`src/rtl/dff_bank_pkg.sv`:
```
// dff_bank_pkg: op encodings and FSM state type shared by the DFF bank arbiter.
package dff_bank_pkg;
    localparam logic [1:0] OP_WR     = 2'b00;
    localparam logic [1:0] OP_CLRW   = 2'b01;
    localparam logic [1:0] OP_SETW   = 2'b10;
    localparam logic [1:0] OP_CLRALL = 2'b11;
    typedef enum logic {ST_IDLE, ST_SWEEP} state_t;
endpackage

```
`src/rtl/rr_arbiter.sv`:
```
// rr_arbiter: combinational round-robin pick of the first eligible index at or above ptr, wrapping.
module rr_arbiter #(
    parameter int NREQ = 4
) (
    input  logic [NREQ-1:0]         elig,
    input  logic [$clog2(NREQ)-1:0] ptr,
    output logic [NREQ-1:0]         win,
    output logic                    valid
);
    logic found;
    always_comb begin
        win = '0;
        found = 1'b0;
        for (int i = 0; i < NREQ; i++) begin
            if (!found && elig[i] && i >= int'(ptr)) begin
                win[i] = 1'b1;
                found = 1'b1;
            end
        end
        for (int i = 0; i < NREQ; i++) begin
            if (!found && elig[i] && i < int'(ptr)) begin
                win[i] = 1'b1;
                found = 1'b1;
            end
        end
    end
    assign valid = |elig;
endmodule

```
`src/rtl/dff_bank_arbiter.sv`:
```
// dff_bank_arbiter: round-robin shared DEPTH x WIDTH flop bank with word write/clear/set
// and a multi-cycle clear-all sweep that blocks other grants.
module dff_bank_arbiter
    import dff_bank_pkg::*;
#(
    parameter int NREQ  = 4,
    parameter int WIDTH = 8,
    parameter int DEPTH = 4,
    localparam int AW   = $clog2(DEPTH)
) (
    input  logic                    clk,
    input  logic                    clr,
    input  logic [NREQ-1:0]         req,
    input  logic [2*NREQ-1:0]       op,
    input  logic [AW*NREQ-1:0]      addr,
    input  logic [WIDTH*NREQ-1:0]   wdata,
    output logic [NREQ-1:0]         gnt,
    output logic                    busy,
    output logic [DEPTH*WIDTH-1:0]  q
);
    localparam int PW = $clog2(NREQ);
    logic [NREQ-1:0] elig, win, gnt_q, gnt_d;
    logic valid;
    logic [PW-1:0] rr_q, rr_d, owner_q, owner_d, w_idx;
    logic [AW-1:0] idx_q, idx_d, addr_w;
    logic [1:0] op_w;
    logic [WIDTH-1:0] wdata_w;
    logic [DEPTH-1:0][WIDTH-1:0] bank_q, bank_d;
    state_t state_q, state_d;
    // a requester still holding req in its grant cycle must not win again
    assign elig = req & ~gnt_q;
    rr_arbiter #(.NREQ(NREQ)) u_arb (.elig(elig), .ptr(rr_q), .win(win), .valid(valid));
    always_comb begin
        w_idx = '0;
        op_w = '0;
        addr_w = '0;
        wdata_w = '0;
        for (int i = 0; i < NREQ; i++) begin
            if (win[i]) begin
                w_idx = PW'(i);
                op_w = op[2*i +: 2];
                addr_w = addr[AW*i +: AW];
                wdata_w = wdata[WIDTH*i +: WIDTH];
            end
        end
    end
    always_comb begin
        state_d = state_q;
        idx_d = idx_q;
        owner_d = owner_q;
        rr_d = rr_q;
        gnt_d = '0;
        bank_d = bank_q;
        if (state_q == ST_SWEEP) begin
            bank_d[idx_q] = '0;
            idx_d = (idx_q == AW'(DEPTH-1)) ? '0 : idx_q + 1'b1;
            if (idx_q == AW'(DEPTH-1)) begin
                gnt_d[owner_q] = 1'b1;
                state_d = ST_IDLE;
            end
        end else if (valid) begin
            rr_d = (w_idx == PW'(NREQ-1)) ? '0 : w_idx + 1'b1;
            if (op_w == OP_CLRALL) begin
                state_d = ST_SWEEP;
                bank_d[0] = '0;
                idx_d = AW'(1);
                owner_d = w_idx;
            end else begin
                bank_d[addr_w] = (op_w == OP_WR) ? wdata_w : (op_w == OP_SETW) ? '1 : '0;
                gnt_d[w_idx] = 1'b1;
            end
        end
    end
    always_ff @(posedge clk or posedge clr) begin
        if (clr) begin
            state_q <= ST_IDLE;
            idx_q <= '0;
            owner_q <= '0;
            rr_q <= '0;
            gnt_q <= '0;
            bank_q <= '0;
        end else begin
            state_q <= state_d;
            idx_q <= idx_d;
            owner_q <= owner_d;
            rr_q <= rr_d;
            gnt_q <= gnt_d;
            bank_q <= bank_d;
        end
    end
    assign gnt = gnt_q;
    assign busy = (state_q == ST_SWEEP);
    assign q = bank_q;
endmodule
```
`config.mk`:
```
export PLATFORM = sky130hd
export DESIGN_NAME = dff_bank_arbiter
export DESIGN_NICKNAME = d
export VERILOG_FILES = /design/src/rtl/dff_bank_pkg.sv /design/src/rtl/rr_arbiter.sv /design/src/rtl/dff_bank_arbiter.sv
export SDC_FILE = /design/constraint.sdc
export NUM_CORES = 1
export LEC_CHECK = 0
export CAP_MARGIN = 15
export CORE_MARGIN = 4
export CORE_UTILIZATION = 45
export CTS_BUF_LIST = sky130_fd_sc_hd__clkbuf_4
export DETAILED_ROUTE_END_ITERATION = 7
export PLACE_DENSITY = 0.81
export SETUP_SLACK_MARGIN = 0.3
export SKIP_LAST_GASP = 1
export SLEW_MARGIN = 0
export SYNTH_ARGS = -nofsm -noshare
export SYNTH_HDL_FRONTEND = slang
export SYNTH_SLANG_ARGS = --single-unit
```
`constraint.sdc`:
```
create_clock -name clk -period 2.72 [get_ports clk]
set_input_delay 0.68 -clock clk [delete_from_list [all_inputs] [get_ports clk]]
set_output_delay 0.68 -clock clk [all_outputs]
set_load 0.01 [all_outputs]
```
# --- Word-level counts from Yosys, hierarchy flattened ---
# Index checks and enable logic that the tools add are counted.
totals:
  register_bits: 43
  romBits: 0
  input_bits: 54
  latchBits: 0
  memories: 0
  ramBits: 0
  wordCells: 120
  out_inout_bits: 37
classes:
  add_sub_neg: 2
  n_mul: 0
  n_lt_le_gt_ge: 14
  n_shift: 0
  n_bitwise: 5
  div_mod_pow: 0
  muxes: 55
  reduce_logical: 30
  eq_ne: 5
op_table:
  columns: ["cell", "n"]
  rows:
  - ["$mux 8", 9]
  - ["$mux 32", 2]
  - ["$and 32x32->32", 1]
  - ["$bwmux 32", 1]
  - ["$demux 8 s2", 2]
  - ["$not 32->32", 1]
  - ["$mux 2", 15]
  - ["$mux 24", 1]
  - ["$mux 1", 19]
  - ["$logic_and 1x1->1", 16]
  - ["$mux 4", 4]
  - ["$lt 2x3->1 const B", 4]
  - ["$eq 2x2->1 const B", 4]
  - ["$ge 2x1->1 const B", 4]
  - ["$logic_not 1->1", 6]
  - ["$reduce_and 2->1", 3]
  - ["$add 2x1->2 const B", 2]
  - ["$and 4x4->4", 1]
  - ["$demux 1 s2", 2]
  - ["$ge 1x2->1 const A", 2]
  - ["$lt 1x2->1 const A", 2]
  - ["$not 4->4", 1]
  - ["$reduce_bool 2->1", 2]
  - ["$reduce_or 4->1", 1]
  - ["other kinds (6)", 6]

# --- Logic depth before layout (Yosys ltp) ---
depth:
  depth_word: 37
  ltp_mapped: 10
  ltp_nobuf: 8

# --- Modules after synthesis ---
# Synthesis repeated with hierarchy kept, for this count alone.
unflattened:
  cells_unflattened: 226
  hier_area_um2: 2439.8
by_module_without_submodules:
  columns: ["module", "area_per_inst_um2", "seq_area_each_um2", "cells_each", "instances"]
  rows:
  - ["dff_bank_arbiter", 2328.5, 1076.0, 206, 1]
  - ["rr_arbiter", 111.4, 0.0, 20, 1]

# --- Worst setup path after synthesis ---
# OpenSTA, ideal clock, no wires.
synth_path:
  path_kind: "input to register"
  start: "input req[0]"
  end: "register bank_q (netlist bit q[0])"
  stages: 9
  arrival_time_ns: 2.375
  setup_time_ns: 0.118
  path_slack_ns: 0.227
  n_path_buf: 1
  path_cell_list: "or3b_4 -> nand2b_2 -> a21oi_4 -> buf_6 -> a221oi_2 -> o21ai_4 -> nor3b_4 -> a211oi_4 -> a2bb2o_4"
synth_via:
  elab_chain_len: 36
  elab_cells_between_ends: 59
  classes_between: "order compare: 2; eq/ne: 2; mux: 32; bitwise: 1; reduce/logical: 22"
synth_rtl:
  columns: ["item", "line", "rtl"]
  rows:
  - ["from (decl)", "dff_bank_arbiter.sv:13", "input logic [NREQ-1:0] req,"]
  - ["$and 4x4->4 (*)", "dff_bank_arbiter.sv:31", "assign elig = req & ~gnt_q;"]
  - ["$logic_and 1x1->1", "rr_arbiter.sv:15", "if (!found && elig[i] && i >= int'(ptr)) begin"]
  - ["$mux 1", "rr_arbiter.sv:15", null]
  - ["$logic_not 1->1", "rr_arbiter.sv:15", null]
  - ["$logic_and 1x1->1 (2 in series)", "rr_arbiter.sv:15", null]
  - ["$mux 1", "rr_arbiter.sv:15", null]
  - ["$logic_not 1->1", "rr_arbiter.sv:15", null]
  - ["$logic_and 1x1->1 (2 in series)", "rr_arbiter.sv:15", null]
  - ["[18 not listed]", null, null]
  - ["$lt 2x3->1 (not written as such) / $ge 2x1->1 (equally long branches)", "dff_bank_arbiter.sv:69", "bank_d[addr_w] = (op_w == OP_WR) ? wdata_w : (op_w == OP_SETW) ? '1 : '0;"]
  - ["$logic_and 1x1->1 (not written as such)", "dff_bank_arbiter.sv:69", null]
  - ["$mux 8", "dff_bank_arbiter.sv:69", null]
  - ["$demux 8 s2", "dff_bank_arbiter.sv:69", null]
  - ["$bwmux 32", "dff_bank_arbiter.sv:69", null]
  - ["$mux 8", "dff_bank_arbiter.sv:63", "if (op_w == OP_CLRALL) begin"]
  - ["$mux 32", "dff_bank_arbiter.sv:61", "end else if (valid) begin"]
  - ["$mux 32", "dff_bank_arbiter.sv:54", "if (state_q == ST_SWEEP) begin"]
  - ["to (signal assigned)", "dff_bank_arbiter.sv:88", "bank_q <= bank_d;"]
  - ["to (decl)", "dff_bank_arbiter.sv:28", "logic [DEPTH-1:0][WIDTH-1:0] bank_q, bank_d;"]
# Mark *: on every way between the ends. The rest lies on a longest branch, timed or not. The select of a mux whose other input is x is not followed.
# A chain may end at the register's enable or synchronous reset.

# --- Final worst setup path ---
layout_path:
  start: "register gnt_q[0], in the netlist gnt[0]"
  end: "register bank_q (netlist bit q[0])"
layout_via:
  elab_chain_len: 37
  elab_cells_between_ends: 60
  classes_between: "order compare: 2; eq/ne: 2; mux: 32; bitwise: 2; reduce/logical: 22"
layout_rtl:
  columns: ["item", "line", "rtl"]
  rows:
  - ["from (decl)", "dff_bank_arbiter.sv:22", "logic [NREQ-1:0] elig, win, gnt_q, gnt_d;"]
  - ["from (signal assigned)", "dff_bank_arbiter.sv:87", "gnt_q <= gnt_d;"]
  - ["$not 4->4 (*)", "dff_bank_arbiter.sv:31", null]
  - ["$and 4x4->4 (*)", "dff_bank_arbiter.sv:31", null]
  - ["$logic_and 1x1->1", "rr_arbiter.sv:15", null]
  - ["$mux 1", "rr_arbiter.sv:15", null]
  - ["$logic_not 1->1", "rr_arbiter.sv:15", null]
  - ["$logic_and 1x1->1 (2 in series)", "rr_arbiter.sv:15", null]
  - ["$mux 1", "rr_arbiter.sv:15", null]
  - ["$logic_not 1->1", "rr_arbiter.sv:15", null]
  - ["[20 not listed]", null, null]
  - ["$lt 2x3->1 (not written as such) / $ge 2x1->1 (equally long branches)", "dff_bank_arbiter.sv:69", null]
  - ["$logic_and 1x1->1 (not written as such)", "dff_bank_arbiter.sv:69", null]
  - ["$mux 8", "dff_bank_arbiter.sv:69", null]
  - ["$demux 8 s2", "dff_bank_arbiter.sv:69", null]
  - ["$bwmux 32", "dff_bank_arbiter.sv:69", null]
  - ["$mux 8", "dff_bank_arbiter.sv:63", null]
  - ["$mux 32", "dff_bank_arbiter.sv:61", null]
  - ["$mux 32", "dff_bank_arbiter.sv:54", null]
# Marked as above.

==> impl_metrics.ini <==
[setup_path]
critPathBufInv = 4
required_ns = 3.00
cpMostUsedCell = buf_6
rr_worst_depth = 11
r2r-end = q[0]
crit_fanout = 8
startpoint_type = flop
rrSetupSlack_ns = 0.22
worstPathCellList = or3b_4 > buf_6 > o22ai_4 > buf_6 > a22oi_2 > buf_4 > a31o_4 > nor3_4 > a211oi_4 > buf_6 > a2bb2o_4
crit_family = compound AO/OA/AOI/OAI gates
worstReg2RegStart = gnt[0]
cp.arrival_ns = 2.78
end_kind = flop
slowest_delay_ns = 0.44
critPathKind = reg2reg
cp_slowest_cell = or3b_4

[sta]
hold_viol_final = 0
maxSlewViolCount = 0
fin_skew_ns = 0.0172
holdWs_ns = 0.484
rsz0062_at_grt = true
slew_headroom_pct = 63.8
period_share_pct = 92.0
period_needed_ns = 2.50
fmax_mhz = 399
setup_viol = 0
tightest_slew_ns = 0.540

[synthesis]
netlist_instances = 242
synth_top_area_cell = dfrtp_1
synth-seq-area-share_pct = 42.9
synth_cell_type_count = 57
syn_avg_cell_area_um2 = 10.4
synth_area_leaders = dfrtp_1 (43%), mux2i_1 (9.2%), nand2_1 (6.4%)
synth_warnings = 0
synth_nets = 304
syn_area_um2 = 2510
netlist.area_leader.share_pct = 42.9
ys_ff_latch = 43

[clock_tree]
cts-root-buf = clkbuf_4
numCtsBuffers = 5
cts_sinks = 43
cts_tree = yes
cts_hold_buf = 0
cts.clk_slew.worst_paths_ns = 0.14
clk_latency_ns = 0.36
h-tree-depth = 2
cts_buffer_depth = 2

[power_and_ir_drop]
vdd_drop_max_v = 0.000768
p_per_area_nw_per_um2 = 1270
p_leak_nw = 1.90
total_power_mw = 5.27

[layout]
nNetsFinal = 451
layout_commonest_cell = clkdlybuf4s50_1
drive_above_1_share_pct = 29.2
mostFrequentLayoutCells = clkdlybuf4s50_1 (86), buf_4 (43), dfrtp_1 (42)
syn_to_final_growth_pct = 65.5
diodes = 0

[grt]
first_global_vias = 2551
use_met2_pct = 40.5
grt_antenna_before_repair = 0
grt_first_pass_wirelength_mm = 12.1
grt_max_degree = 44
grt.busiest_layer = met2
globalRouteTotalUtil_pct = 23.5
met3_usage_pct = 4.45
grt_util_met1_pct = 29.6
overflow = 0

[drt]
postRouteWirelength_mm = 8.24
dr.pass1.iters = 5
drt-initial-drc-count = 128
drc = 0
vias = 2490
vias_per_cell = 5.41
ant_nets = 0
post_drt_wl_per_cell_um = 17.9

[floorplanning]
ioPinCount = 91
core-area_um2 = 5240
chipHeight_um = 82.6
dieArea_um2 = 6830
rows = 26
die_w_um = 82.6
start_util_pct = 47.9

[job]
cap_violations = 0

[worst_hold_path]
hold_depth = 1
worstHoldStart = owner_q[1]
hold_path_class = reg2reg
whs_endpoint = gnt[1]

[placed_design]
port_buffers = 90
gp_congestion = 0.868
place_hpwl_mm = 5.98

[outcome]
status = finished clean
[what timing repair did]
action	4_1_cts	5_1_grt
gates resized for setup	29	24
pin swaps	25	16
setup endpoints to repair	43	40
endpoints found under the hold margin	0	0
buffers inserted	7	5
[worst max-delay path by stage]
stage,from,to,slack (ns),cells after the start
2_1_floorplan,req[0],q[0],0.25,8
3_3_place_gp,req[3],q[0],-0.53,9
3_5_place_dp,req[3],q[0],-0.62,9
4_1_cts,rr_q[0],q[0],0.27,9
5_1_grt,gnt[0],q[12],0.09,11
6_report,gnt[0],q[0],0.22,11
[routing by layer]
metal	vias up	wire length, um
li1	1175	-
met1	1193	3590
met2	107	3910
met3	15	584
met4	0	155
met5	-	0
[sequential cells by signal, indices dropped and copies added (netlist names)]
| signal | count |
|---|---|
| busy | 1 |
| owner_q | 2 |
| idx_q | 2 |
| rr_q | 2 |
| q | 32 |
| gnt | 4 |
[cell usage after synthesis (all sizes together)]
cell / n
nor3: 3
a222oi: 2
mux2i: 23
o211ai: 3
nand2b: 3
or2b: 3
or3: 1
nor2b: 1
o21ai: 17
and2: 1
inv: 8
nor4: 1
or3b: 1
a31o: 1
o31ai: 1
a22oi: 4
a22o: 3
nand3: 2
ha: 8
o22ai: 1
a221oi: 7
a211oi: 1
o21bai: 1
a21oi: 15
nand3b: 2
o32ai: 1
nor3b: 2
a21boi: 1
a31oi: 3
a21o: 1
buf: 6
nor2: 16
dfrtp: 43
a2bb2o: 1
nand2: 45
a41o: 1
clkbuf: 2
o2bb2ai: 7
[cell type report]
cell class,instances,area (um^2)
multi-input combinational,183,1480
timing repair buffer,148,1390
fill,313,1090
sequential,43,1080
tap,70,87.6
clock inverter,3,43.8
clock buffer,5,37.5
inverter,8,30.0
[cells by family (layout without fill, tap and decap cells)]
kind of cell | after synthesis | after routing | share of synthesized area, %
AO/OA/AOI/OAI | 71 | 71 | 23.2
adder cells (fa/ha/maj) | 8 | 8 | 3.99
flip-flops | 43 | 43 | 42.9
buffers and inverters | 16 | 164 | 3.94
AND/OR/NAND/NOR | 81 | 81 | 16.8
multiplexers | 23 | 23 | 9.18
[where the power goes]
group,switching (mW),total [mW],internal (mW)
Sequential,0.221,1.14,0.919
Combinational,1.78,3.72,1.94
Clock,0.217,0.410,0.193
Total,2.22,5.27,3.05
[metrics by stage]
step | util [%] | instances | instance area, um^2 | TNS (ns) | worst slack [ns]
2_1_floorplan | - | 242 | 2550 | 0 | 0.246
3_3_place_gp | 73.2 | 440 | 3840 | -16.95 | -0.526
3_5_place_dp | 73.2 | 440 | 3840 | -20.51 | -0.622
4_1_cts | 77.4 | 455 | 4050 | 0 | 0.267
5_1_grt | 79.2 | 460 | 4150 | 0 | 0.0900
6_report | 79.2 | 460 | 4150 | 0 | 0.216
[worst reg2reg max path, stage by stage, from the launching register on]
cell and delay, ns:
dfrtp_1 0.43, or3b_4 0.45, buf_6 0.14, o22ai_4 0.18, buf_6 0.14, a22oi_2 0.06, buf_4 0.15, a31o_4 0.24
nor3_4 0.24, a211oi_4 0.05, buf_6 0.16, a2bb2o_4 0.19
Note: power is estimated with default switching activity, not from simulation.
